[src/rtl/nes_joypad_port_if.sv]
// Strobe/clock/data bus between the NES core and the joypad front-end.
// master = NES core side, slave = joypad port side.
interface nes_joypad_port_if;
  logic       i_joy_strobe;
  logic [1:0] i_joy_clock;
  logic [1:0] o_joy_data;

  modport master (output i_joy_strobe, output i_joy_clock, input  o_joy_data);
  modport slave  (input  i_joy_strobe, input  i_joy_clock, output o_joy_data);
endinterface

[src/rtl/nes_joypad_port.sv]
// Two-player NES joypad front-end: board debounce, USB crossing, autofire and
// a 4021-style parallel-in/serial-out register per player, plus external pad pass-through.
module nes_joypad_port #(
  parameter int unsigned C_clk_hz        = 21477272,
  parameter int unsigned C_autofire_hz   = 10,
  parameter int unsigned C_debounce_bits = 16,
  parameter int unsigned C_fill_ones     = 1
) (
  input  logic                     clk,
  input  logic                     reset,
  input  logic [7:0]               i_btn_board,
  input  logic [7:0]               i_btn_usb1,
  input  logic [7:0]               i_btn_usb2,
  input  logic [3:0]               i_turbo,
  input  logic                     i_ext_en,
  input  logic                     i_ext_data,
  nes_joypad_port_if.slave         joy,
  output logic                     o_ext_strobe,
  output logic                     o_ext_clock
);

  localparam int unsigned C_HALF = C_clk_hz / (2 * C_autofire_hz);
  localparam int unsigned C_AF_W = (C_HALF > 1) ? $clog2(C_HALF) : 1;
  localparam int unsigned C_DB_W = C_debounce_bits;

  logic [7:0]        r_board_s1, r_board_s2, r_board_deb;
  logic [C_DB_W-1:0] r_db_cnt;
  logic [7:0]        r_usb1_s1, r_usb1_s2, r_usb1_hold;
  logic [7:0]        r_usb2_s1, r_usb2_s2, r_usb2_hold;
  logic [C_AF_W-1:0] r_af_cnt;
  logic              r_af_phase;
  logic [1:0]        r_clk_prev;
  logic [7:0]        r_sr [2];
  logic [1:0]        r_joy_data;
  logic              r_ext_s1, r_ext_s2;
  logic              r_ext_strobe, r_ext_clock;

  logic [7:0]        w_p1, w_p2;
  logic [7:0]        w_eff [2];
  logic [1:0]        w_fall;

  // Board buttons: synchronise, then accept a new vector only after it is stable for a full counter sweep
  always_ff @(posedge clk) begin
    if (reset) begin
      r_board_s1  <= '0;
      r_board_s2  <= '0;
      r_board_deb <= '0;
      r_db_cnt    <= '0;
    end else begin
      r_board_s1 <= i_btn_board;
      r_board_s2 <= r_board_s1;
      if (r_board_s2 == r_board_deb) begin
        r_db_cnt <= '0;
      end else if (&r_db_cnt) begin
        r_board_deb <= r_board_s2;
        r_db_cnt    <= '0;
      end else begin
        r_db_cnt <= r_db_cnt + C_DB_W'(1);
      end
    end
  end

  // USB vectors: hold register updates only when both sync stages agree, so all 8 bits move together
  always_ff @(posedge clk) begin
    if (reset) begin
      r_usb1_s1   <= '0;
      r_usb1_s2   <= '0;
      r_usb1_hold <= '0;
      r_usb2_s1   <= '0;
      r_usb2_s2   <= '0;
      r_usb2_hold <= '0;
    end else begin
      r_usb1_s1 <= i_btn_usb1;
      r_usb1_s2 <= r_usb1_s1;
      r_usb2_s1 <= i_btn_usb2;
      r_usb2_s2 <= r_usb2_s1;
      if (r_usb1_s1 == r_usb1_s2) r_usb1_hold <= r_usb1_s2;
      if (r_usb2_s1 == r_usb2_s2) r_usb2_hold <= r_usb2_s2;
    end
  end

  always_ff @(posedge clk) begin
    if (reset) begin
      r_af_cnt   <= '0;
      r_af_phase <= 1'b0;
    end else if (r_af_cnt == C_AF_W'(C_HALF - 1)) begin
      r_af_cnt   <= '0;
      r_af_phase <= ~r_af_phase;
    end else begin
      r_af_cnt <= r_af_cnt + C_AF_W'(1);
    end
  end

  // Autofire gates only A (bit 0) and B (bit 1)
  always_comb begin
    w_p1     = r_board_deb | r_usb1_hold;
    w_p2     = r_usb2_hold;
    w_eff[0] = {w_p1[7:2], w_p1[1] & (~i_turbo[1] | r_af_phase), w_p1[0] & (~i_turbo[0] | r_af_phase)};
    w_eff[1] = {w_p2[7:2], w_p2[1] & (~i_turbo[3] | r_af_phase), w_p2[0] & (~i_turbo[2] | r_af_phase)};
    w_fall   = r_clk_prev & ~joy.i_joy_clock;
  end

  // Strobe reloads every cycle and wins over a coincident falling edge
  always_ff @(posedge clk) begin
    if (reset) begin
      r_clk_prev <= '0;
      r_sr[0]    <= '0;
      r_sr[1]    <= '0;
    end else begin
      r_clk_prev <= joy.i_joy_clock;
      for (int n = 0; n < 2; n++) begin
        if (joy.i_joy_strobe) begin
          r_sr[n] <= w_eff[n];
        end else if (w_fall[n]) begin
          r_sr[n] <= {1'(C_fill_ones), r_sr[n][7:1]};
        end
      end
    end
  end

  // External pad is active low; P1 register keeps running underneath while it is selected
  always_ff @(posedge clk) begin
    if (reset) begin
      r_ext_s1     <= 1'b0;
      r_ext_s2     <= 1'b0;
      r_joy_data   <= '0;
      r_ext_strobe <= 1'b0;
      r_ext_clock  <= 1'b0;
    end else begin
      r_ext_s1      <= i_ext_data;
      r_ext_s2      <= r_ext_s1;
      r_joy_data[0] <= i_ext_en ? ~r_ext_s2 : r_sr[0][0];
      r_joy_data[1] <= r_sr[1][0];
      r_ext_strobe  <= joy.i_joy_strobe;
      r_ext_clock   <= joy.i_joy_clock[0];
    end
  end

  assign joy.o_joy_data = r_joy_data;
  assign o_ext_strobe   = r_ext_strobe;
  assign o_ext_clock    = r_ext_clock;

endmodule

[src/flat_wrapper.sv]
// flat-port wrapper written by rule: the top's interface ports become plain ports
module nes_joypad_port_flat 
#(
  parameter int unsigned C_clk_hz        = 21477272,
  parameter int unsigned C_autofire_hz   = 10,
  parameter int unsigned C_debounce_bits = 16,
  parameter int unsigned C_fill_ones     = 1
)
  (clk, reset, i_btn_board, i_btn_usb1, i_btn_usb2, i_turbo, i_ext_en, i_ext_data, o_ext_strobe, o_ext_clock, joy_i_joy_strobe, joy_i_joy_clock, joy_o_joy_data);
  nes_joypad_port_if joy_i ();
  input  logic clk;
  input  logic reset;
  input  logic [7:0] i_btn_board;
  input  logic [7:0] i_btn_usb1;
  input  logic [7:0] i_btn_usb2;
  input  logic [3:0] i_turbo;
  input  logic i_ext_en;
  input  logic i_ext_data;
  output logic o_ext_strobe;
  output logic o_ext_clock;
  input wire logic [$bits(joy_i.i_joy_strobe)-1:0] joy_i_joy_strobe;
  input wire logic [$bits(joy_i.i_joy_clock)-1:0] joy_i_joy_clock;
  output wire logic [$bits(joy_i.o_joy_data)-1:0] joy_o_joy_data;
  assign joy_i.i_joy_strobe = joy_i_joy_strobe;
  assign joy_i.i_joy_clock = joy_i_joy_clock;
  assign joy_o_joy_data = joy_i.o_joy_data;
  nes_joypad_port #(.C_clk_hz(C_clk_hz), .C_autofire_hz(C_autofire_hz), .C_debounce_bits(C_debounce_bits), .C_fill_ones(C_fill_ones)) u_core (.clk(clk), .reset(reset), .i_btn_board(i_btn_board), .i_btn_usb1(i_btn_usb1), .i_btn_usb2(i_btn_usb2), .i_turbo(i_turbo), .i_ext_en(i_ext_en), .i_ext_data(i_ext_data), .joy(joy_i), .o_ext_strobe(o_ext_strobe), .o_ext_clock(o_ext_clock));
endmodule
[config.mk]
export PLATFORM = sky130hd
export DESIGN_NAME = nes_joypad_port_flat
export DESIGN_NICKNAME = d
export VERILOG_FILES = /design/src/rtl/nes_joypad_port_if.sv /design/src/rtl/nes_joypad_port.sv /design/src/flat_wrapper.sv
export SDC_FILE = /design/constraint.sdc
export NUM_CORES = 1
export LEC_CHECK = 0
export ABC_AREA = 1
export CAP_MARGIN = 40
export CORE_AREA = 8 8 128 130
export CTS_BUF_LIST = sky130_fd_sc_hd__clkbuf_16
export DETAILED_ROUTE_END_ITERATION = 8
export DIE_AREA = 0 0 136 138
export PLACE_DENSITY = 0.54
export SLEW_MARGIN = 20
export SYNTH_ARGS = -nofsm -noshare
export SYNTH_HDL_FRONTEND = slang
export SYNTH_SLANG_ARGS = --single-unit
[constraint.sdc]
create_clock -name clk -period 4.65 [get_ports clk]
set_clock_uncertainty 0.15 [all_clocks]
set_input_delay 0.93 -clock clk [delete_from_list [all_inputs] [get_ports clk]]
set_output_delay 0.93 -clock clk [all_outputs]
set_load 0.02 [all_outputs]
==> results.txt <==
CP max-delay cell -> clkdlybuf4s50_1
WHS -> 252.5 ps
Post-route antenna net violation count -> 0
Final Hold Viols -> 0
FP Rows -> 44
Top post-synthesis cells by area -> dfxtp_1 (43%), nor2_1 (9.9%), inv_1 (9.4%)
Global-route wire length before repair -> 18,260 um
HP Class -> reg2reg
Worst-path cell chain -> clkdlybuf4s50_1, nor2_1, nand3_1, nand2_1
RR Endpoint -> u_core.r_af_cnt[15]
Clock sinks -> 133
Root buffer cell -> clkbuf_16
Postcts setup bufs -> 0
Initial antenna violation count -> 0
Die height -> 138 um
Clock transition at path regs -> 60 ps
Critical path peak fanout -> 9
Worst-case reg-to-reg path depth -> 7
Cts hold-fix bufs -> 0
Max clock buf depth -> 2
Crit path kind -> in2reg
FF+latch count, synth -> 133
First-pass detailed-route iteration total -> 4
Share of layout cells above drive strength 1 -> 0.07088
RSZ-0062 raised after global routing -> no
Total die area -> 18,770 um^2
Most used DFF post-synth -> dfxtp_1
Tmin final -> 2460 ps
Share of the synthesized area in the top cell type -> 0.4278
Core area -> 14,310 um^2
CP endpoint -> u_core.r_sr[0][5]
Largest net degree at the start of global routing -> 42
P per Cell Area -> 390.3 nW/um^2
Ys Warns -> 0
Fin. max-slew vios -> 0
GRT Overall Usage -> 0.1195
Final setup fails -> 0
Pleak -> 2.846 nW
Vias -> 4,119
Post-cts sizing count -> 0
Syn Area/Cell -> 7.679 um^2
VDD IR max -> 0.2588 mV
I/O pins -> 39
Actual slew at the worst max-slew pin -> 701.6 ps
Antenna Cells -> 0
# nets final -> 801
Number of global-route vias before repair -> 4,054
Seq/Total Area, Yosys -> 0.5094
RR Startpoint -> u_core.r_af_cnt[0]
Layout overhead on the synthesized area -> 19.83%
Die Width -> 136 um
Netlist cell types -> 31
CP startpoint -> joy_i_joy_strobe
Reg2reg setup slack -> 2670 ps
Detailed Route Iter0 Violations -> 202
Final Wtd Congestion -> 0.7794
Total Wirelength -> 10,450 um
Grt ovf -> 0
Startpoint Class -> input pin
Clk_lat worst skew -> 410 ps
Cell Area, Synth -> 5522 um^2
# H-tree levels -> 4
CTS tree -> yes
Asr flop ratio synth -> 0
Setup TNS -> 0 ps
Synthesized net count -> 757
I/O Buffers -> 38
Worst path required time -> 4570 ps
Period Utilization, post-route -> 0.5290
WL/cell -> 10.89 um
Detail Placement HPWL -> 7568 um
Starting Density -> 0.3858
Filler cell count -> 1,446
F_max -> 406.5 MHz
Max-cap violations -> 0
Critical path capture point type -> flip-flop
TritonCTS buffer count -> 17
Largest area contributor in the netlist -> dfxtp_1
Rel. slew slack -> 0.5312
Vias per cell -> 4.291
CP Data Arrival Time -> 2380 ps
Status -> finished clean
CP max stage delay -> 470 ps
DRC viols -> 0
Post-Syn Instances -> 719
Post-synth EDFFs -> 15
[layout by cell type (no fill, tap or decap)]
| master | Yosys | routed |
|---|---|---|
| nor2_1 | 146 | 146 |
| inv_1 | 139 | 141 |
| nand2_1 | 134 | 134 |
| dfxtp_1 | 118 | 118 |
| clkdlybuf4s50_1 | 0 | 37 |
| o21ai_0 | 26 | 26 |
| xor2_1 | 22 | 22 |
| nand4_1 | 20 | 20 |
| nand3_1 | 17 | 17 |
| clkbuf_16 | 0 | 17 |
| edfxtp_1 | 15 | 15 |
| xnor2_1 | 11 | 11 |
| a21oi_1 | 11 | 11 |
| nor3_1 | 9 | 9 |
| nand3b_1 | 6 | 6 |
| nand3_2 | 5 | 5 |
| nor2_2 | 4 | 4 |
| clkinv_2 | 0 | 4 |
| nand2_2 | 3 | 3 |
| ha_1 | 3 | 3 |
| buf_4 | 0 | 3 |
| nor3_4 | 2 | 2 |
| nor3_2 | 2 | 2 |
| nand3_4 | 2 | 2 |
| o211ai_1 | 2 | 2 |
| clkinv_4 | 0 | 2 |
| clkinvlp_4 | 0 | 2 |
| inv_4 | 0 | 2 |
| and2_1 | 1 | 1 |
| inv_2 | 1 | 1 |
| nor2_4 | 1 | 1 |
| or2_0 | 1 | 1 |
| or2_2 | 1 | 1 |
| nor2_8 | 1 | 1 |
| clkinv_1 | 0 | 1 |
| inv_6 | 0 | 1 |
| bufinv_16 | 0 | 1 |
| buf_2 | 5 | 1 |
[cell families after synthesis]
group	after synthesis	share of synthesized area
buffers and inverters	156	0.1085
adders and majority gates	3	0.006799
AOI/OAI and AO/OA	39	0.03625
xor gates and xnor gates	33	0.05234
DFF	133	0.5094
and+or+nand+nor	355	0.2867
[power breakdown]
part	internal [mW]	leakage (nW)	switching, mW	total, mW
logic	0.0658	1.44	0.0829	0.149
clock network	0.726	0.273	0.479	1.21
registers	1.20	1.13	0.0239	1.23
total	2.00	2.85	0.586	2.58
[synth_stat cells (8+ instances only)]
library cell	n
a21oi_1	11
clkbuf_1	8
dfxtp_1	118
edfxtp_1	15
inv_1	139
nand2_1	134
nand3_1	17
nand4_1	20
nor2_1	146
nor3_1	9
o21ai_0	26
xnor2_1	11
xor2_1	22
[worst max-delay path, delay by kind of cell]
kind / cells / cell delay, ps
and+or+nand+nor: 3 / 980
buffers and inverters: 1 / 470
[how the worst min path moves through the flow]
| stage | start | end | slack (ps) | depth (start not counted) |
|---|---|---|---|---|
| 6_report | u_core.r_board_s1[1] | u_core.r_board_s2[1] | 250 | 2 |
| 3_3_place_gp | u_core.r_ext_s2 | u_core.joy.o_joy_data[0] | 250 | 1 |
| 5_1_grt | u_core.r_board_s1[1] | u_core.r_board_s2[1] | 260 | 2 |
| 4_1_cts | u_core.r_board_s1[1] | u_core.r_board_s2[1] | 250 | 2 |
| 3_5_place_dp | u_core.r_board_s1[1] | u_core.r_board_s2[1] | 240 | 2 |
| 2_1_floorplan | u_core.r_ext_s2 | u_core.joy.o_joy_data[0] | 230 | 1 |
[cell type report]
| cell class | count | area (um^2) | area share |
|---|---|---|---|
| inverter | 140 | 525.5 | 0.07943 |
| sequential | 133 | 2813 | 0.4251 |
| clock buffer | 17 | 425.4 | 0.06430 |
| tap | 184 | 230.2 | 0.03480 |
| timing repair buffer | 41 | 397.9 | 0.06014 |
| multi-input combinational | 430 | 2110 | 0.3188 |
| clock inverter | 15 | 115.1 | 0.01740 |
[metrics by stage]
stage | std cells | worst slack, ps | power (mW) | area, um^2 | util
floorplan | 719 | 2376 | 1.344 | 5522 | -
global placement | 927 | 1785 | 1.400 | 6068 | 0.4240
detailed placement | 927 | 1720 | 1.403 | 6068 | 0.4240
CTS | 959 | 2167 | 2.624 | 6609 | 0.4617
global route | 960 | 2048 | 2.703 | 6616 | 0.4622
finish | 960 | 2190 | 2.582 | 6616 | 0.4622
[flip-flops by register name, indices dropped and copies added, names as in the netlist]
register,count
u_core.r_af_cnt,21
u_core.r_db_cnt,16
u_core.r_sr,16
u_core.r_board_deb,8
u_core.r_board_s1,8
u_core.r_board_s2,8
u_core.r_usb1_hold,8
u_core.r_usb1_s1,8
u_core.r_usb1_s2,8
u_core.r_usb2_hold,8
u_core.r_usb2_s1,8
u_core.r_usb2_s2,8
u_core.joy.o_joy_data,2
u_core.r_clk_prev,2
u_core.o_ext_strobe,1
u_core.r_af_phase,1
u_core.r_ext_s1,1
u_core.r_ext_s2,1
[metal layers]
metal | track usage | up-vias | wire length, um | part of all wire
li1 | - | 2255 | - | -
met5 | 0 | - | 0 | 0
met1 | 0.1472 | 1801 | 5252 | 0.50
met2 | 0.1873 | 59 | 4810 | 0.46
met3 | 0.04203 | 4 | 319 | 0.031
met4 | 0.04396 | 0 | 70 | 0.0067
(Power assumes the default switching activity.)
